File: config.mk
export PLATFORM = sky130hd
export DESIGN_NAME = ahblite_sd_stream
export DESIGN_NICKNAME = d
export VERILOG_FILES = /design/src/rtl/ahblite_sd_stream.sv
export SDC_FILE = /design/constraint.sdc
export NUM_CORES = 2
export LEC_CHECK = 0
export CORE_AREA = 3 3 351 353
export DETAILED_ROUTE_END_ITERATION = 8
export DIE_AREA = 0 0 354 356
export SLEW_MARGIN = 20
export SYNTH_ARGS = -nofsm -noshare
export SYNTH_HDL_FRONTEND = slang
export SYNTH_SLANG_ARGS = --single-unit
File: constraint.sdc
create_clock -name HCLK -period 4.2 [get_ports HCLK]
set_input_delay 0.84 -clock HCLK [delete_from_list [all_inputs] [get_ports HCLK]]
set_output_delay 0.84 -clock HCLK [all_outputs]
set_load 0.05 [all_outputs]
File: src/rtl/ahblite_sd_stream.sv
// ahblite_sd_stream
// AHB-lite peripheral that drives the SD reader core through a playlist of
// start sectors and buffers the words it returns in a receive FIFO.
// Ports:
//   HCLK, HRESETn          clock, asynchronous active-low reset
//   HSEL..HWDATA           AHB-lite slave inputs (HSIZE/HPROT unused)
//   HREADYOUT, HRESP       constant ready / OKAY
//   HRDATA                 read data, decoded from the registered address
//   init_end, rd_data_en,  reader status and data stream
//   rd_data, bin_read_over,
//   read_frame_cnt
//   rd_addr_setting,       reader control: start sector, reload pulse,
//   rd_addr_reset, rd_stop,stop, reverse mode, enable
//   rd_retro, rd_en
//   addr_default           high while the start sector equals DEFAULT_ADDR
//   irq                    level interrupt, |(IRQ_STAT & IRQ_EN)
module ahblite_sd_stream #(
    parameter int          DATA_W       = 16,
    parameter int          FIFO_DEPTH   = 64,
    parameter int          NUM_SLOTS    = 4,
    parameter logic [31:0] DEFAULT_ADDR = 32'd34880,
    parameter int          RST_CYCLES   = 4
) (
    input  logic              HCLK,
    input  logic              HRESETn,
    input  logic              HSEL,
    input  logic [1:0]        HTRANS,
    input  logic              HWRITE,
    input  logic              HREADY,
    input  logic [31:0]       HADDR,
    input  logic [2:0]        HSIZE,
    input  logic [3:0]        HPROT,
    input  logic [31:0]       HWDATA,
    output logic              HREADYOUT,
    output logic              HRESP,
    output logic [31:0]       HRDATA,
    input  logic              init_end,
    input  logic              rd_data_en,
    input  logic [DATA_W-1:0] rd_data,
    input  logic              bin_read_over,
    input  logic [7:0]        read_frame_cnt,
    output logic [31:0]       rd_addr_setting,
    output logic              rd_addr_reset,
    output logic              rd_stop,
    output logic              rd_retro,
    output logic              rd_en,
    output logic              addr_default,
    output logic              irq
);

    localparam int AW = $clog2(FIFO_DEPTH);
    localparam int LW = AW + 1;
    localparam int SW = (NUM_SLOTS > 1) ? $clog2(NUM_SLOTS) : 1;
    localparam int CW = $clog2(RST_CYCLES) + 1;

    localparam logic [3:0] OFF_CTRL     = 4'h0;
    localparam logic [3:0] OFF_STATUS   = 4'h1;
    localparam logic [3:0] OFF_SLOT_SEL = 4'h2;
    localparam logic [3:0] OFF_FIFO     = 4'h3;
    localparam logic [3:0] OFF_IRQ_EN   = 4'h4;
    localparam logic [3:0] OFF_IRQ_STAT = 4'h5;
    localparam logic [3:0] OFF_THRESH   = 4'h6;
    localparam logic [3:0] OFF_FRAME    = 4'h7;

    typedef enum logic [2:0] {
        ST_IDLE = 3'd0,
        ST_LOAD = 3'd1,
        ST_RST  = 3'd2,
        ST_RUN  = 3'd3,
        ST_DONE = 3'd4
    } state_t;

    logic              hvalid_r, hwrite_r;
    logic [3:0]        haddr_r;
    logic              wr_s, rd_s, ctrl_wr_s, start_s, flush_s, w1c_s;
    logic [3:0]        ctrl_r;
    logic [SW-1:0]     slot_sel_r, cur_slot_r, nxt_slot_s;
    logic [2:0]        irq_en_r, irq_stat_s;
    logic [7:0]        thresh_r, level8_s;
    logic [31:0]       slot_addr_r [NUM_SLOTS];
    logic [31:0]       load_addr_s, nxt_addr_s, slot_rd_s, rdata_s;
    logic              ovf_r, done_r, thr_hit_s;
    logic [DATA_W-1:0] mem_r [FIFO_DEPTH];
    logic [AW-1:0]     wptr_r, rptr_r;
    logic [LW-1:0]     level_r;
    logic              empty_s, full_s, push_s, pop_s, ovf_evt_s, done_evt_s;
    state_t            state_r;
    logic [CW-1:0]     rst_cnt_r;
    logic              rd_addr_reset_r;
    logic [31:0]       rd_addr_setting_r;
    logic              unused_s;

    assign unused_s = ^{HSIZE, HPROT, HADDR[31:6], HADDR[1:0], HTRANS[0]};

    assign wr_s       = hvalid_r & hwrite_r;
    assign rd_s       = hvalid_r & ~hwrite_r;
    assign ctrl_wr_s  = wr_s & (haddr_r == OFF_CTRL);
    assign start_s    = ctrl_wr_s & HWDATA[5];
    assign flush_s    = ctrl_wr_s & HWDATA[4];
    assign w1c_s      = wr_s & (haddr_r == OFF_IRQ_STAT);

    assign empty_s    = (level_r == LW'(0));
    assign full_s     = (level_r == LW'(FIFO_DEPTH));
    assign pop_s      = rd_s & (haddr_r == OFF_FIFO) & ~empty_s;
    // A pop in the same cycle frees the slot, so a full FIFO still accepts.
    assign push_s     = rd_data_en & (~full_s | pop_s);
    assign ovf_evt_s  = rd_data_en & full_s & ~pop_s;
    assign done_evt_s = (state_r == ST_RUN) & bin_read_over;

    assign level8_s   = 8'(level_r);
    assign thr_hit_s  = (level8_s >= thresh_r);
    assign irq_stat_s = {done_r, ovf_r, thr_hit_s};

    assign HREADYOUT       = 1'b1;
    assign HRESP           = 1'b0;
    assign HRDATA          = rdata_s;
    assign rd_addr_setting = rd_addr_setting_r;
    assign rd_addr_reset   = rd_addr_reset_r;
    assign rd_stop         = ctrl_r[1];
    assign rd_retro        = ctrl_r[2];
    assign rd_en           = (state_r == ST_RUN) & ctrl_r[0] & init_end & ~full_s;
    assign addr_default    = (rd_addr_setting_r == DEFAULT_ADDR);
    assign irq             = |(irq_stat_s & irq_en_r);

    // Slot lookups: selected slot, wrap-around successor, and bus readback.
    always_comb begin
        load_addr_s = DEFAULT_ADDR;
        nxt_addr_s  = DEFAULT_ADDR;
        slot_rd_s   = 32'd0;
        if (cur_slot_r == SW'(NUM_SLOTS - 1)) begin
            nxt_slot_s = SW'(0);
        end else begin
            nxt_slot_s = cur_slot_r + SW'(1);
        end
        for (int i = 0; i < NUM_SLOTS; i++) begin
            load_addr_s = (slot_sel_r == SW'(i)) ? slot_addr_r[i] : load_addr_s;
            nxt_addr_s  = (nxt_slot_s == SW'(i)) ? slot_addr_r[i] : nxt_addr_s;
            slot_rd_s   = (haddr_r == 4'(8 + i)) ? slot_addr_r[i] : slot_rd_s;
        end
    end

    // Read data mux driven by the registered address-phase offset.
    always_comb begin
        rdata_s = 32'd0;
        case (haddr_r)
            OFF_CTRL:     rdata_s = 32'(ctrl_r);
            OFF_STATUS:   rdata_s = {8'd0, level8_s, 5'd0, state_r, 1'b0,
                                     3'(cur_slot_r), ovf_r, full_s, empty_s, init_end};
            OFF_SLOT_SEL: rdata_s = 32'(slot_sel_r);
            OFF_FIFO:     rdata_s = empty_s ? 32'd0 : 32'(mem_r[rptr_r]);
            OFF_IRQ_EN:   rdata_s = 32'(irq_en_r);
            OFF_IRQ_STAT: rdata_s = 32'(irq_stat_s);
            OFF_THRESH:   rdata_s = 32'(thresh_r);
            OFF_FRAME:    rdata_s = {24'd0, read_frame_cnt};
            default:      rdata_s = slot_rd_s;
        endcase
    end

    // AHB address phase capture.
    always_ff @(posedge HCLK or negedge HRESETn) begin
        if (!HRESETn) begin
            hvalid_r <= 1'b0;
            hwrite_r <= 1'b0;
            haddr_r  <= 4'd0;
        end else if (HREADY) begin
            hvalid_r <= HSEL & HTRANS[1];
            hwrite_r <= HWRITE;
            haddr_r  <= HADDR[5:2];
        end
    end

    // Programmable registers, written at the end of the data phase.
    always_ff @(posedge HCLK or negedge HRESETn) begin
        if (!HRESETn) begin
            ctrl_r     <= 4'd0;
            slot_sel_r <= SW'(0);
            irq_en_r   <= 3'd0;
            thresh_r   <= 8'(FIFO_DEPTH / 2);
            for (int i = 0; i < NUM_SLOTS; i++) slot_addr_r[i] <= DEFAULT_ADDR;
        end else if (wr_s) begin
            case (haddr_r)
                OFF_CTRL:     ctrl_r     <= HWDATA[3:0];
                OFF_SLOT_SEL: slot_sel_r <= HWDATA[SW-1:0] & SW'(NUM_SLOTS - 1);
                OFF_IRQ_EN:   irq_en_r   <= HWDATA[2:0];
                OFF_THRESH:   thresh_r   <= HWDATA[7:0];
                default: begin
                    for (int i = 0; i < NUM_SLOTS; i++) begin
                        if (haddr_r == 4'(8 + i)) slot_addr_r[i] <= HWDATA;
                    end
                end
            endcase
        end
    end

    // Sticky interrupt sources; a new event wins over a W1C in the same cycle.
    always_ff @(posedge HCLK or negedge HRESETn) begin
        if (!HRESETn) begin
            ovf_r  <= 1'b0;
            done_r <= 1'b0;
        end else begin
            ovf_r  <= ovf_evt_s  | (ovf_r  & ~(w1c_s & HWDATA[1]));
            done_r <= done_evt_s | (done_r & ~(w1c_s & HWDATA[2]));
        end
    end

    // FIFO pointers and fill level; flush overrides any push or pop.
    always_ff @(posedge HCLK or negedge HRESETn) begin
        if (!HRESETn) begin
            wptr_r  <= AW'(0);
            rptr_r  <= AW'(0);
            level_r <= LW'(0);
        end else if (flush_s) begin
            wptr_r  <= AW'(0);
            rptr_r  <= AW'(0);
            level_r <= LW'(0);
        end else begin
            if (push_s) wptr_r <= wptr_r + AW'(1);
            if (pop_s)  rptr_r <= rptr_r + AW'(1);
            case ({push_s, pop_s})
                2'b10:   level_r <= level_r + LW'(1);
                2'b01:   level_r <= level_r - LW'(1);
                default: level_r <= level_r;
            endcase
        end
    end

    // FIFO storage; contents are don't-care while the level is zero.
    always_ff @(posedge HCLK) begin
        if (push_s) mem_r[wptr_r] <= rd_data;
    end

    // Playlist sequencer: load slot, pulse the reader reload, run, advance.
    always_ff @(posedge HCLK or negedge HRESETn) begin
        if (!HRESETn) begin
            state_r           <= ST_IDLE;
            cur_slot_r        <= SW'(0);
            rst_cnt_r         <= CW'(0);
            rd_addr_reset_r   <= 1'b0;
            rd_addr_setting_r <= DEFAULT_ADDR;
        end else if (start_s) begin
            state_r         <= ST_LOAD;
            rd_addr_reset_r <= 1'b0;
        end else begin
            case (state_r)
                ST_LOAD: begin
                    rd_addr_setting_r <= load_addr_s;
                    cur_slot_r        <= slot_sel_r;
                    rst_cnt_r         <= CW'(0);
                    rd_addr_reset_r   <= 1'b1;
                    state_r           <= ST_RST;
                end
                ST_RST: begin
                    if (rst_cnt_r == CW'(RST_CYCLES - 1)) begin
                        rd_addr_reset_r <= 1'b0;
                        state_r         <= ST_RUN;
                    end else begin
                        rst_cnt_r <= rst_cnt_r + CW'(1);
                    end
                end
                ST_RUN: begin
                    if (bin_read_over) begin
                        if (ctrl_r[3]) begin
                            cur_slot_r        <= nxt_slot_s;
                            rd_addr_setting_r <= nxt_addr_s;
                            rst_cnt_r         <= CW'(0);
                            rd_addr_reset_r   <= 1'b1;
                            state_r           <= ST_RST;
                        end else begin
                            state_r <= ST_DONE;
                        end
                    end
                end
                ST_IDLE, ST_DONE: state_r <= state_r;
                default: begin
                    rd_addr_reset_r <= 1'b0;
                    state_r         <= ST_IDLE;
                end
            endcase
        end
    end

endmodule

# Word-level counts from Yosys, hierarchy flattened
# Memories as Yosys holds them, arrays and structs flattened.
# Cells that the tools add are included.
# totals
word_cells,163
latchBits,0
ff_bits,213
n_memories,1
romBits,0
output_inout_bits,72
input_bits,105
ram_bits,1024
# op_classes
magnitude_cmp,1
reduce_logical,25
eq_ne,34
div_mod_pow,0
bitwise,32
muxes,43
addsub,6
n_mul,0
n_shift,0
# memory_table
name,words,word_bits,read_ports,rd_ports_with_merged_regs,write_ports,line_no,rtl
mem_r,64,16,1,0,1,83,logic [DATA_W-1:0] mem_r [FIFO_DEPTH];
# op_table
op,n
32-bit two-way mux,14
32-bit one-hot mux with 8 select lines,1
32-bit one-hot mux with 2 select lines,1
32-bit by 16-bit == test with 1-bit output (second input constant),1
6-bit two-way mux,4
3-bit two-way mux,7
1-bit bitwise AND,20
4-bit by 3-bit == test with 1-bit output (second input constant),4
4-bit == test (second input constant),4
16-bit two-way mux,1
3-bit AND reduction,5
7-bit one-hot mux with 2 select lines,1
6-bit by 1-bit adder with 6-bit output (second input constant),2
2-bit == test (second input constant),6
3-bit one-hot mux with 4 select lines,1
3-bit by 2-bit == test with 1-bit output (second input constant),3
3-bit != test (second input constant),3
3-bit one-hot mux with 3 select lines,1
4-bit by 2-bit == test with 1-bit output (second input constant),2
7-bit by 8-bit greater-or-equal comparator with 1-bit output,1
2-bit != test (second input constant),4
1-bit NOT,8
2-bit AND reduction,4
4-bit AND reduction,2
other kinds (26),41

# Longest topological paths before layout
# logic_depth
word_depth,10
mapped_depth,12
mapped_depth_nobuf,10

# Least setup slack after synthesis
# Ideal clock, no wire load.
# synth_timing
path_type,register to output
startpoint,register rptr_r[1]
endpoint,output port HRDATA[13]
path_stages_with_launch,8
t_required_ps,3360
n_path_buf,3
path_slack_ps,439
arrival_time_ps,2921
path_cell_list,dfrtp_1 buf_2 buf_1 clkbuf_1 mux4_2 mux4_2 mux2i_1 o21ai_0
# synth_via
elab_chain_cells,3
# synth_lines
item,line_no,rtl
"start, declared",84,"logic [AW-1:0] wptr_r, rptr_r;"
"start signal, assigned",218,if (pop_s) rptr_r <= rptr_r + AW'(1);
memory read 64 x 16 bit,n/a,
16-bit two-way mux,150,OFF_FIFO: rdata_s = empty_s ? 32'd0 : 32'(mem_r[rptr_r]);
32-bit one-hot mux with 8 select lines,145,case (haddr_r)
"end, declared",36,"output logic [31:0] HRDATA,"
# No other way between the ends.

# Worst setup path in the final report
# layout_timing
startpoint,register rptr_r[0]
endpoint,output port HRDATA[3]
# The elaborated chain is that of the path after synthesis.

==> flow_metrics.py <==
metrics = {
    "hold_path": {
        "hold_path_class": "in -> async",
    },
    "flow_run": {
        "max-cap-violations": 0,
    },
    "setup_path": {
        "critPathBufInv": 4,
        "crit_fanout": 18,
        "critical_path.cell_chain": "buf_12, buf_4, buf_16, mux4_2, mux4_2, mux2i_4, o211ai_1, buf_4",
        "cp.required_ns": 3.36,
        "rr_worst_depth": 11,
        "cp.depth": 8,
        "critPathLaunchType": "flop",
        "crit_arrival_ns": 3.66,
        "slowest_delay_ns": 0.58,
        "cp_top_family": "multiplexers",
        "criticalPathCategory": "reg -> out",
        "crit_path_end_kind": "output port",
        "crit_slowest_cell": "mux4_2",
    },
    "timing": {
        "rsz0062_at_grt": "true",
        "fin_ws_ns": -0.300,
        "setup_viol_count_final": 15,
        "fin_skew_ns": 0.0296,
        "finalCritPeriodShare_pct": 107,
        "drv_slew": 0,
        "finalHoldViolations": 0,
        "worst_pin_slew_ns": 1.21,
        "fmax_mhz": 222,
        "max_slew_margin_pct": 19.5,
        "fin_crit_ns": 4.50,
    },
    "global_routing": {
        "antenna_found_initial": 2,
        "grt_pass1_vias": 28841,
        "grt_overflow": 0,
        "grt_pass1_wl_mm": 198,
        "track_usage_pct": 21.4,
        "grt_max_degree": 100,
    },
    "place": {
        "dp_cells": 4477,
        "post-place-ws_ns": 0.251,
        "gp_congestion": 0.819,
        "dp_hpwl_mm": 79.9,
        "placed_area_mm2": 0.0555,
        "io_buffers": 138,
    },
    "synth": {
        "avgSynthCellArea_um2": 18.7,
        "synth.distinct_cells": 65,
        "synth_flop_cell": "edfxtp_1",
        "synth_seq_cells": 1237,
        "syn_area_mm2": 0.0515,
        "synth_seq_area_share_pct": 70.1,
        "synth_cells": 2750,
        "synth_edf_count": 1024,
        "syn-num-nets": 2872,
        "ys_warn_count": 0,
        "synth-async-reset-ratio_pct": 17.2,
    },
    "floorplanning": {
        "fp.dieH_um": 356,
        "num_rows": 127,
        "start_util_pct": 42.9,
        "dieArea_mm2": 0.126,
        "io_pins": 177,
        "coreArea_mm2": 0.120,
        "dieWidth_um": 354,
    },
    "drt": {
        "first_iter_violations": 2725,
        "routed_via_density": 5.87,
        "wirelength_mm": 134,
        "ant_nets": 0,
        "num_vias": 27860,
        "drt-wirelength-per-cell_um": 28.2,
        "route.detailed.drc": 0,
        "drtPass1Iterations": 5,
    },
    "clocking": {
        "cts_root_buf": "clkbuf_16",
        "htree_levels": 4,
        "clk_pin_slew_worst_paths_ns": 0.06,
        "numCtsBuffers": 131,
        "cts_tree": "built",
        "clock_sinks": 1237,
        "cts_buffer_depth": 3,
        "clock_latency_ns": 0.74,
        "hold_buffers": 0,
    },
    "layout": {
        "synthToLayoutAreaGrowth_pct": 17.9,
        "fill_cells": 9681,
        "nets": 3156,
        "fin_area_mm2": 0.0607,
        "drive_gt1_share_pct": 32.9,
        "fin_cells": 4750,
    },
    "pwr": {
        "powerDensity_mw_per_mm2": 646,
        "worst_ir_drop_vdd_mv": 0.523,
        "p_leak_nw": 20.6,
    },
    "outcome": {
        "violations": "negative setup slack",
        "status": "complete, but fails checks",
    },
}
-- layout make-up --
| class | instances | area (um^2) | share of cell area, % |
|---|---|---|---|
| Antenna cell | 1 | 2.50 | 0.00412 |
| Clock buffer | 178 | 3580 | 5.89 |
| Clock inverter | 58 | 562 | 0.925 |
| Inverter | 20 | 75.1 | 0.124 |
| Multi-Input combinational cell | 1307 | 14900 | 24.5 |
| Sequential cell | 1237 | 36100 | 59.5 |
| Tap cell | 1612 | 2020 | 3.32 |
| Timing Repair Buffer | 337 | 3460 | 5.70 |
-- layout by cell type, fill, tap and decap left out, drive strengths merged, types with 78 or more instances in the layout --
cell,Yosys,final
edfxtp,1024,1024
mux4,363,363
buf,82,236
dfrtp,197,197
clkbuf,104,178
nand2,159,159
mux2,150,150
nor2,107,107
o21ai,100,100
clkdlybuf4s50,0,92
a21oi,78,78
-- worst paths after layout --
kind | start | to | slack (ns)
max in group asynchronous | HRESETn | slot_addr_r[56] | 3.11
worst max-delay path | rptr_r[0] | HRDATA[3] | -0.30
worst max register to register | level_r[4] | level_r[6] | 0.72
worst min-delay path | HRESETn | rd_addr_setting[9] | 0.14
min in group HCLK | rd_addr_setting[11] | rd_addr_setting[11] | 0.49
worst min register to register | rd_addr_setting[11] | rd_addr_setting[11] | 0.49
-- cell usage after synthesis, drive strengths merged (12+ instances only) --
| cell type | number | area [um^2] |
|---|---|---|
| ha | 17 | 213 |
| nand3 | 27 | 135 |
| mux2i | 42 | 420 |
| buf | 82 | 402 |
| a22oi | 33 | 248 |
| nand3b | 34 | 255 |
| and2 | 16 | 100 |
| a21oi | 78 | 390 |
| inv | 20 | 75.1 |
| edfxtp | 1024 | 30700 |
| clkbuf | 104 | 390 |
| o211ai | 35 | 263 |
| dfstp | 16 | 420 |
| nor2 | 107 | 402 |
| dfrtp | 197 | 4930 |
| nand2 | 159 | 597 |
| mux4 | 363 | 8180 |
| o21ai | 100 | 500 |
| mux2 | 150 | 1690 |
| nand2b | 12 | 75.1 |
-- sequential cells by signal (all words and copies together), names as in the netlist --
| register | count |
|---|---|
| mem_r | 1024 |
| slot_addr_r | 128 |
| rd_addr_setting | 32 |
| thresh_r | 8 |
| level_r | 7 |
| rptr_r | 6 |
| wptr_r | 6 |
| ctrl_r | 4 |
| haddr_r | 4 |
| irq_en_r | 3 |
| rst_cnt_r | 3 |
| state_r | 3 |
| cur_slot_r | 2 |
| slot_sel_r | 2 |
| done_r | 1 |
| hvalid_r | 1 |
| hwrite_r | 1 |
| ovf_r | 1 |
| rd_addr_reset | 1 |
-- power breakdown --
| part | internal, W | total [W] | switching (W) |
|---|---|---|---|
| registers | 0.0143 | 0.0152 | 0.000866 |
| logic | 0.00615 | 0.0130 | 0.00683 |
| clock network | 0.00635 | 0.0111 | 0.00477 |
| total | 0.0268 | 0.0392 | 0.0125 |
-- per-stage QoR --
| stage | TNS, ns | hold slack [ns] | total power (W) | utilization [%] |
|---|---|---|---|---|
| 2_1_floorplan | 0 | 0.450 | 0.0231 | - |
| 3_3_place_gp | 0 | 0.483 | 0.0271 | 46.2 |
| 3_5_place_dp | 0 | 0.486 | 0.0273 | 46.2 |
| 4_1_cts | -3.85 | 0.145 | 0.0394 | 50.3 |
| 5_1_grt | -4.38 | 0.170 | 0.0409 | 50.5 |
| 6_report | -2.61 | 0.140 | 0.0392 | 50.5 |
-- metal layers --
layer | global-route usage (%) | share of wire [%]
met1 | 30.0 | 41
met4 | 5.77 | 2.4
met5 | 0 | 0
met3 | 3.53 | 7.2
met2 | 35.2 | 49
-- cell families after synthesis --
family	after synthesis	synth area share, %
adder cells (fa/ha/maj)	17	0.413
XOR/XNOR	15	0.255
multiplexers	555	20.0
AO/OA/AOI/OAI	299	3.63
buffers and inverters	206	1.68
other	2	0.0146
flip-flops	1237	70.1
AND/OR/NAND/NOR	419	3.92
-- what timing repair did --
item | 4_1_cts | 5_1_grt
buffers inserted | 21 | 7
hold endpoints to repair | 0 | 0
endpoints found under the setup margin | 17 | 26
gates cloned | 7 | 0
pin swaps | 11 | 8
resized for setup | 86 | 31
No activity file was read; power rests on OpenSTA's default activity.
